**src/rtl/hazard_scoreboard.sv**
```systemverilog
// hazard_scoreboard: per-register latency scoreboard and pipeline stall/flush controller (clk CLK, reset RST; outputs pc_en, pipe_en, flush, stall_cnt, state)
module hazard_scoreboard #(
  parameter int NPIPE = 4,
  parameter int REGW  = 5,
  parameter int LATW  = 3,
  parameter int PCW   = 16
) (
  input  logic             CLK,
  input  logic             RST,
  input  logic             ihit,
  input  logic             dmem_req,
  input  logic             dhit,
  input  logic [REGW-1:0]  rsel1,
  input  logic [REGW-1:0]  rsel2,
  input  logic             use_rs,
  input  logic             use_rt,
  input  logic [REGW-1:0]  wsel_id,
  input  logic             wen_id,
  input  logic [LATW-1:0]  lat_id,
  input  logic             branch_taken,
  output logic             pc_en,
  output logic [NPIPE-1:0] pipe_en,
  output logic [NPIPE-1:0] flush,
  output logic [PCW-1:0]   stall_cnt,
  output logic [1:0]       state
);
  typedef enum logic [1:0] {RUN = 2'd0, DWAIT = 2'd1, REDIR = 2'd2} state_t;
  state_t st, st_n;
  logic [LATW-1:0] cnt [2**REGW];
  logic mem_wait, hazard, issue;
  assign state    = st;
  assign mem_wait = (dmem_req && !dhit) || (st == DWAIT && !dhit);
  assign hazard   = (use_rs && rsel1 != '0 && cnt[rsel1] != '0) ||
                    (use_rt && rsel2 != '0 && cnt[rsel2] != '0);
  assign issue    = pipe_en[1] && !flush[1] && wen_id && wsel_id != '0;
  always_comb begin
    pc_en   = 1'b1;
    pipe_en = '1;
    flush   = '0;
    if (RST) begin
      pc_en   = 1'b0;
      pipe_en = '0;
      flush   = '1;
    end else if (mem_wait) begin
      pc_en   = 1'b0;
      pipe_en = '0;
    end else if (branch_taken) begin
      flush[1:0] = 2'b11;
    end else if (hazard) begin
      pc_en      = 1'b0;
      pipe_en[0] = 1'b0;
      flush[1]   = 1'b1;
    end else if (!ihit) begin
      pc_en    = 1'b0;
      flush[0] = 1'b1;
    end
  end
  always_comb begin
    st_n = (st == RUN)   ? (mem_wait ? DWAIT : (branch_taken && !ihit) ? REDIR : RUN) :
           (st == DWAIT) ? (dhit ? RUN : DWAIT) :
           (st == REDIR) ? (ihit ? RUN : REDIR) : RUN;
  end
  always_ff @(posedge CLK) begin
    st <= RST ? RUN : st_n;
  end
  always_ff @(posedge CLK) begin
    for (int i = 0; i < 2**REGW; i++)
      if (RST)
        cnt[i] <= '0;
      else if (pipe_en[1])
        cnt[i] <= (issue && wsel_id == REGW'(i)) ? lat_id : (cnt[i] != '0 ? cnt[i] - 1'b1 : '0);
  end
  always_ff @(posedge CLK) begin
    if (RST)
      stall_cnt <= '0;
    else if (!pc_en && stall_cnt != '1)
      stall_cnt <= stall_cnt + 1'b1;
  end
endmodule
```
**config.mk**
```make
export PLATFORM = sky130hd
export DESIGN_NAME = hazard_scoreboard
export DESIGN_NICKNAME = d
export VERILOG_FILES = /design/src/rtl/hazard_scoreboard.sv
export SDC_FILE = /design/constraint.sdc
export NUM_CORES = 1
export LEC_CHECK = 0
export ABC_AREA = 1
export CAP_MARGIN = 20
export CORE_MARGIN = 1
export CORE_UTILIZATION = 47
export DETAILED_ROUTE_END_ITERATION = 16
export PLACE_DENSITY = 0.67
export SYNTH_ARGS = -nofsm -noshare
export SYNTH_HDL_FRONTEND = slang
export SYNTH_SLANG_ARGS = --single-unit
```
**constraint.sdc**
```tcl
create_clock -name CLK -period 10.1 [get_ports CLK]
set_input_delay 2.02 -clock CLK [delete_from_list [all_inputs] [get_ports CLK]]
set_output_delay 2.02 -clock CLK [all_outputs]
set_load 0.01 [all_outputs]
```
---- Word-level counts from Yosys, hierarchy flattened ----
Memory sizes are Yosys's and may differ from the RTL's.
Cells that the tools add are included.
storage, ports and cells
  memories kept ........................... 1
  flip-flop bits (word level) ............. 18
  bits in writable memories ............... 96
  input bits .............................. 27
  logic and storage cells ................. 315
  output and inout port bits .............. 27
operators by class
  $add $sub $neg .......................... 33
  equal/unequal tests ..................... 34
  multiplexer cells ....................... 125
  bitwise gates (word level) .............. 32
  reduce and logical (&&, ||, !) cells .... 88
memory list
  name  depth  bits a word  read ports  clocked after Yosys merged registers in  wr ports  RTL line  RTL
  cnt   32     3            34          0                                        32        29        logic [LATW-1:0] cnt [2**REGW];
operator list
  kind                   number
  $mux 3                 97
  $reduce_bool 3->1      34
  $sub 3x1->3 const B    32
  $eq 5x5->1 const B     16
  $logic_and 1x1->1      43
  $eq 5x4->1 const B     8
  $or 1x1->1             32
  $eq 5x3->1 const B     4
  $mux 2                 10
  $mux 1                 17
  $add 16x1->16 const B  1
  $ne 16x16->1 const B   1
  $reduce_bool 5->1      3
  $eq 5x2->1 const B     2
  $eq 5x1->1 const B     1
  $logic_not 5->1        1
  $logic_not 1->1        4
  $mux 4                 1
  $eq 2x1->1 const B     1
  $eq 2x2->1 const B     1
  $logic_not 2->1        1
  $logic_or 1x1->1       2

---- Depth between registers and ports, before layout ----
  depth in word-level cells ............... 15
  mapped depth ............................ 20
  depth with buffers taken out ............ 18

---- Worst setup path after synthesis ----
Ideal clock, no wire load.
  path type ............................... in2out
  start point ............................. in dmem_req
  end point ............................... out flush[1]
  required time ........................... 8.080 ns
  path buffers ............................ 2
  data arrival time ....................... 5.274 ns
  slack ................................... 2.806 ns
  stages .................................. 8
  cells stage by stage .................... inv_1 nor2_1 or2_2 nand2_1 nand2_1 buf_4 buf_6 inv_1
between the ends
  longest elaborated chain between the ends .. 4
ends and longest elaborated chain
  what               RTL line  RTL
  from (decl)        11        input logic dmem_req,
  $logic_and 1x1->1  32        assign mem_wait = (dmem_req && !dhit) || (st == DWAIT && !dhit);
  $logic_or 1x1->1   32
  $mux 2             44        end else if (mem_wait) begin
  $mux 2             40        if (RST) begin
  to (decl)          23        output logic [NPIPE-1:0] flush,
Every way passes these cells.

---- Worst setup path in the final report ----
  start point ............................. in rsel1[0]
  end point ............................... out pc_en
between the ends
  longest elaborated chain between the ends .. 8
  elaborated cells between the ends (all ways) .. 10
  those cells by class .................... mux (4); reduce/logical (5); memory (1)
ends and longest elaborated chain
  what                                                           RTL line  RTL
  from (decl)                                                    13        input logic [REGW-1:0] rsel1,
  $mem_v2 32x3 / $reduce_bool 5->1 (equally long branches)       --
  $reduce_bool 3->1 / $logic_and 1x1->1 (equally long branches)  33        assign hazard = (use_rs && rsel1 != '0 && cnt[rsel1] != '0) ||
  $logic_and 1x1->1 (*)                                          33
  $logic_or 1x1->1 (*)                                           33
  $mux 1 (*)                                                     49        end else if (hazard) begin
  $mux 1 (*)                                                     47        end else if (branch_taken) begin
  $mux 1 (*)                                                     44
  $mux 1 (*)                                                     40
  to (decl)                                                      21        output logic pc_en,
Every way passes the cells marked *; elsewhere a longest branch is shown, timed or not.

==> impl_metrics.prom <==
# TYPE chip_impl_metric gauge
chip_impl_metric{name="numCtsBuffers",unit=""} 17
chip_impl_metric{name="drt_pre_antenna_iters",unit=""} 5
chip_impl_info{name="end_kind",value="output pin"} 1
chip_impl_metric{name="yosys_register_bits",unit=""} 114
chip_impl_info{name="hold_crit_path_type",value="register to register"} 1
chip_impl_metric{name="drtIter0Drc",unit=""} 783
chip_impl_metric{name="ir_drop",unit="V"} 0.000120
chip_impl_metric{name="cts-root-to-sink-buffers",unit=""} 2
chip_impl_metric{name="reg2reg_setup_slack",unit="ns"} 6.33
chip_impl_metric{name="setup_viol",unit=""} 0
chip_impl_metric{name="max_freq",unit="GHz"} 0.140
chip_impl_metric{name="post_synth_and_or_nand_nor_area_fraction",unit="%"} 34.8
chip_impl_metric{name="antennaDiodeCount",unit=""} 0
chip_impl_metric{name="worstPathArrival",unit="ns"} 5.11
chip_impl_metric{name="cts_resized",unit=""} 0
chip_impl_metric{name="grt_max_degree",unit=""} 82
chip_impl_metric{name="global_route.usage.total",unit="%"} 25.7
chip_impl_metric{name="postRouteAntennaNets",unit=""} 0
chip_impl_metric{name="synthesis.instances",unit=""} 1238
chip_impl_metric{name="grt_pass1_wl",unit="um"} 40000
chip_impl_info{name="crit-reg2reg-capture",value="cnt[29][2]"} 1
chip_impl_info{name="clockRootBuffer",value="clkbuf_16"} 1
chip_impl_metric{name="clock_sink_count",unit=""} 114
chip_impl_metric{name="detail_route.drc_violations",unit=""} 0
chip_impl_metric{name="synth_to_final_area_change",unit="%"} 11.9
chip_impl_info{name="outcome",value="complete, no violations"} 1
chip_impl_info{name="synth_top_family_by_area",value="simple AND/OR/NAND/NOR gates"} 1
chip_impl_metric{name="chipHeight",unit="um"} 141
chip_impl_metric{name="maxSlewHeadroom",unit="%"} 36.8
chip_impl_metric{name="clock_insertion_delay_worst_skew",unit="ns"} 0.42
chip_impl_metric{name="ios",unit=""} 54
chip_impl_metric{name="postSynth.asyncResetShare",unit="%"} 0
chip_impl_metric{name="post_synthesis_xor_xnor_area_fraction",unit="%"} 1.26
chip_impl_info{name="timing.critical_path.cells",value="clkdlybuf4s50_1, inv_2, nor2_1, nand3_1, o21ai_0, o21ai_0, nand3_1, nand3_1, nand3_1, nand2_1, nand2_2, nand3_4, inv_1, clkdlybuf4s50_1"} 1
chip_impl_info{name="synth_top_cells_by_area",value="edfxtp_1 (32%), nand2_1 (12%), ha_1 (9.0%), nor2_1 (7.1%), nand4_1 (6.2%)"} 1
chip_impl_metric{name="synth_largest_type_area_fraction",unit="%"} 31.8
chip_impl_metric{name="yosys_warnings",unit=""} 0
chip_impl_metric{name="cap_viol_max_count",unit=""} 0
chip_impl_metric{name="final.period_utilization",unit="%"} 70.6
chip_impl_metric{name="cp_data_required_time",unit="ns"} 8.08
chip_impl_metric{name="die-area",unit="um2"} 19800
chip_impl_metric{name="ys_seq_area_share",unit="%"} 35.8
chip_impl_info{name="crit_path_start_kind",value="input pin"} 1
chip_impl_metric{name="synth_compound_area_share",unit="%"} 9.33
chip_impl_metric{name="rows",unit=""} 50
chip_impl_metric{name="drt_via_density",unit=""} 5.58
chip_impl_metric{name="reg2reg_depth",unit=""} 10
chip_impl_metric{name="cts-hold-fix-buffers",unit=""} 0
chip_impl_info{name="worst_hold_path_endpoint",value="state[1]"} 1
chip_impl_info{name="path_common_cell",value="nand3_1"} 1
chip_impl_metric{name="gp_congestion",unit=""} 0.944
chip_impl_info{name="synth_most_common_cell",value="nand2_1"} 1
chip_impl_info{name="ys.flop_type",value="edfxtp_1"} 1
chip_impl_metric{name="htree_levels",unit=""} 4
chip_impl_metric{name="timing.clock.skew",unit="ns"} 0.00831
chip_impl_metric{name="hold_depth",unit=""} 1
chip_impl_metric{name="worst_slew_pin_slew",unit="ns"} 0.945
chip_impl_metric{name="fin_util",unit="%"} 54.0
chip_impl_metric{name="fp.dieW",unit="um"} 141
chip_impl_metric{name="drt-total-wl",unit="um"} 24700
chip_impl_metric{name="initial_core_util",unit="%"} 48.2
chip_impl_metric{name="post-cts-setup-buffers",unit=""} 0
chip_impl_metric{name="drt-wirelength-per-cell",unit="um"} 16.4
chip_impl_metric{name="setup_total_negative_slack",unit="ns"} 0
chip_impl_metric{name="timing.final.max_slew_violations",unit=""} 0
chip_impl_metric{name="design.final.nets",unit=""} 1346
chip_impl_metric{name="muxShareOfSynthArea",unit="%"} 0
chip_impl_metric{name="layout_min_cycle_time",unit="ns"} 7.13
chip_impl_info{name="critical_path.slowest_cell",value="clkdlybuf4s50_1"} 1
chip_impl_metric{name="synth.distinct_cells",unit=""} 34
chip_impl_info{name="regToRegStartpoint",value="state[0]"} 1
chip_impl_info{name="hold_path_startpoint",value="state[0]"} 1
chip_impl_metric{name="port_buffers",unit=""} 53
chip_impl_metric{name="total_leakage_power",unit="nW"} 4.24
chip_impl_metric{name="total_grt_overflow",unit=""} 0
chip_impl_metric{name="critPathMaxStageDelay",unit="ns"} 0.90
chip_impl_metric{name="fillerInstances",unit=""} 1806
chip_impl_metric{name="syn-mean-instance-area",unit="um2"} 7.31
chip_impl_metric{name="critical_path_peak_fanout",unit=""} 19
chip_impl_info{name="synth_common_cells",value="nand2_1 (298), nor2_1 (171), inv_1 (121)"} 1
chip_impl_metric{name="floorplan.core_area",unit="um2"} 18800
chip_impl_info{name="yosys.area.top_type",value="edfxtp_1"} 1
chip_impl_metric{name="grt_antenna_before_repair",unit=""} 0
chip_impl_metric{name="mappedNetlistNets",unit=""} 1330
chip_impl_info{name="critical_path_class",value="input pin to output pin"} 1
chip_impl_metric{name="worst_setup_hold_path_clk_slew",unit="ns"} 0.05
chip_impl_metric{name="drive_above_1_share",unit="%"} 6.95
chip_impl_info{name="rsz_0062_raised_after_global_routing",value="no"} 1
chip_impl_metric{name="number_of_enable_type_register_cells_in_the_synthesized_netlist",unit=""} 96
chip_impl_metric{name="detailroute.via_count",unit=""} 8364
chip_impl_metric{name="timing.final.hold_violations",unit=""} 0
chip_impl_info{name="cts_tree",value="yes"} 1
chip_impl_metric{name="hold-worst-slack",unit="ns"} 0.486
chip_impl_metric{name="adder_and_majority_cell_fraction_of_the_synthesized_area",unit="%"} 8.98
chip_impl_metric{name="post_synth_instance_area",unit="um2"} 9050
chip_impl_metric{name="cellPowerDensity",unit="nW/um2"} 145
chip_impl_metric{name="hpwl",unit="um"} 16600
chip_impl_metric{name="first_global_vias",unit=""} 7954
==> layout by cell type, fill, tap and decap left out, drive strengths merged <==
cell type,instances
a211oi,1
a21oi,116
buf,10
clkbuf,24
clkdlybuf4s50,53
clkinv,5
clkinvlp,2
dfxtp,18
edfxtp,96
ha,65
inv,127
nand2,306
nand3,111
nand3b,2
nand4,90
nor2,174
nor3,5
nor3b,1
nor4,4
o211ai,3
o21ai,38
o22ai,1
or2,1
xnor2,4
xor2,9
==> worst max-delay path: cells and delay by family <==
family | cells | cell delay (ns)
buf+inv | 4 | 1.81
simple gates | 8 | 1.09
compound gates | 2 | 0.18
==> registers in the layout (all words and copies together) (netlist names) <==
name	count
cnt	96
stall_cnt	16
state	2
==> report_power, final <==
part | switching, W | internal, W
clock network | 0.000220 | 0.000369
registers | 0.0000297 | 0.000553
logic | 0.000202 | 0.0000916
==> layout make-up <==
cell class,instances,area (um2),area share [%]
Timing Repair Buffer,63,606,5.98
Inverter,127,477,4.70
Clock buffer,24,537,5.30
Sequential cell,114,3240,32.0
Multi-Input combinational cell,931,4940,48.7
Clock inverter,7,42.5,0.420
Tap cell,234,293,2.89
==> stage by stage <==
step	area, um2	std cells	power (W)	setup WS [ns]
after floorplan	9050	1238	0.000800	2.81
after global placement	9550	1469	0.000876	3.07
after detailed placement	9550	1469	0.000880	3.01
after CTS	10100	1500	0.00147	3.00
after global routing	10100	1500	0.00153	2.64
final	10100	1500	0.00147	2.97
==> cell families after synthesis <==
| logic type | after synthesis |
|---|---|
| buffers and inverters | 193 |
| xor gates and xnor gates | 13 |
| DFF | 114 |
| and+or+nand+nor | 694 |
| adders and majority gates | 65 |
| AOI/OAI and AO/OA | 159 |
==> worst max-delay path by stage <==
stage                  start       end  slack (ns)  cells after the start
floorplan           dmem_req  flush[1]        2.81                      8
global placement    rsel1[0]     pc_en        3.07                     16
detailed placement  rsel1[0]     pc_en        3.01                     14
CTS                 rsel1[0]     pc_en        3.00                     14
global route        rsel1[0]     pc_en        2.64                     16
finish              rsel1[0]     pc_en        2.97                     14
==> per-layer routing <==
layer	part of all wire, %	vias up	track usage (%)
li1	-	4168	-
met4	2.7	0	10.9
met5	0	-	0
met3	6.7	42	4.18
met1	44	3827	33.6
met2	46	327	42.1
No activity file was read; power rests on OpenSTA's default activity.
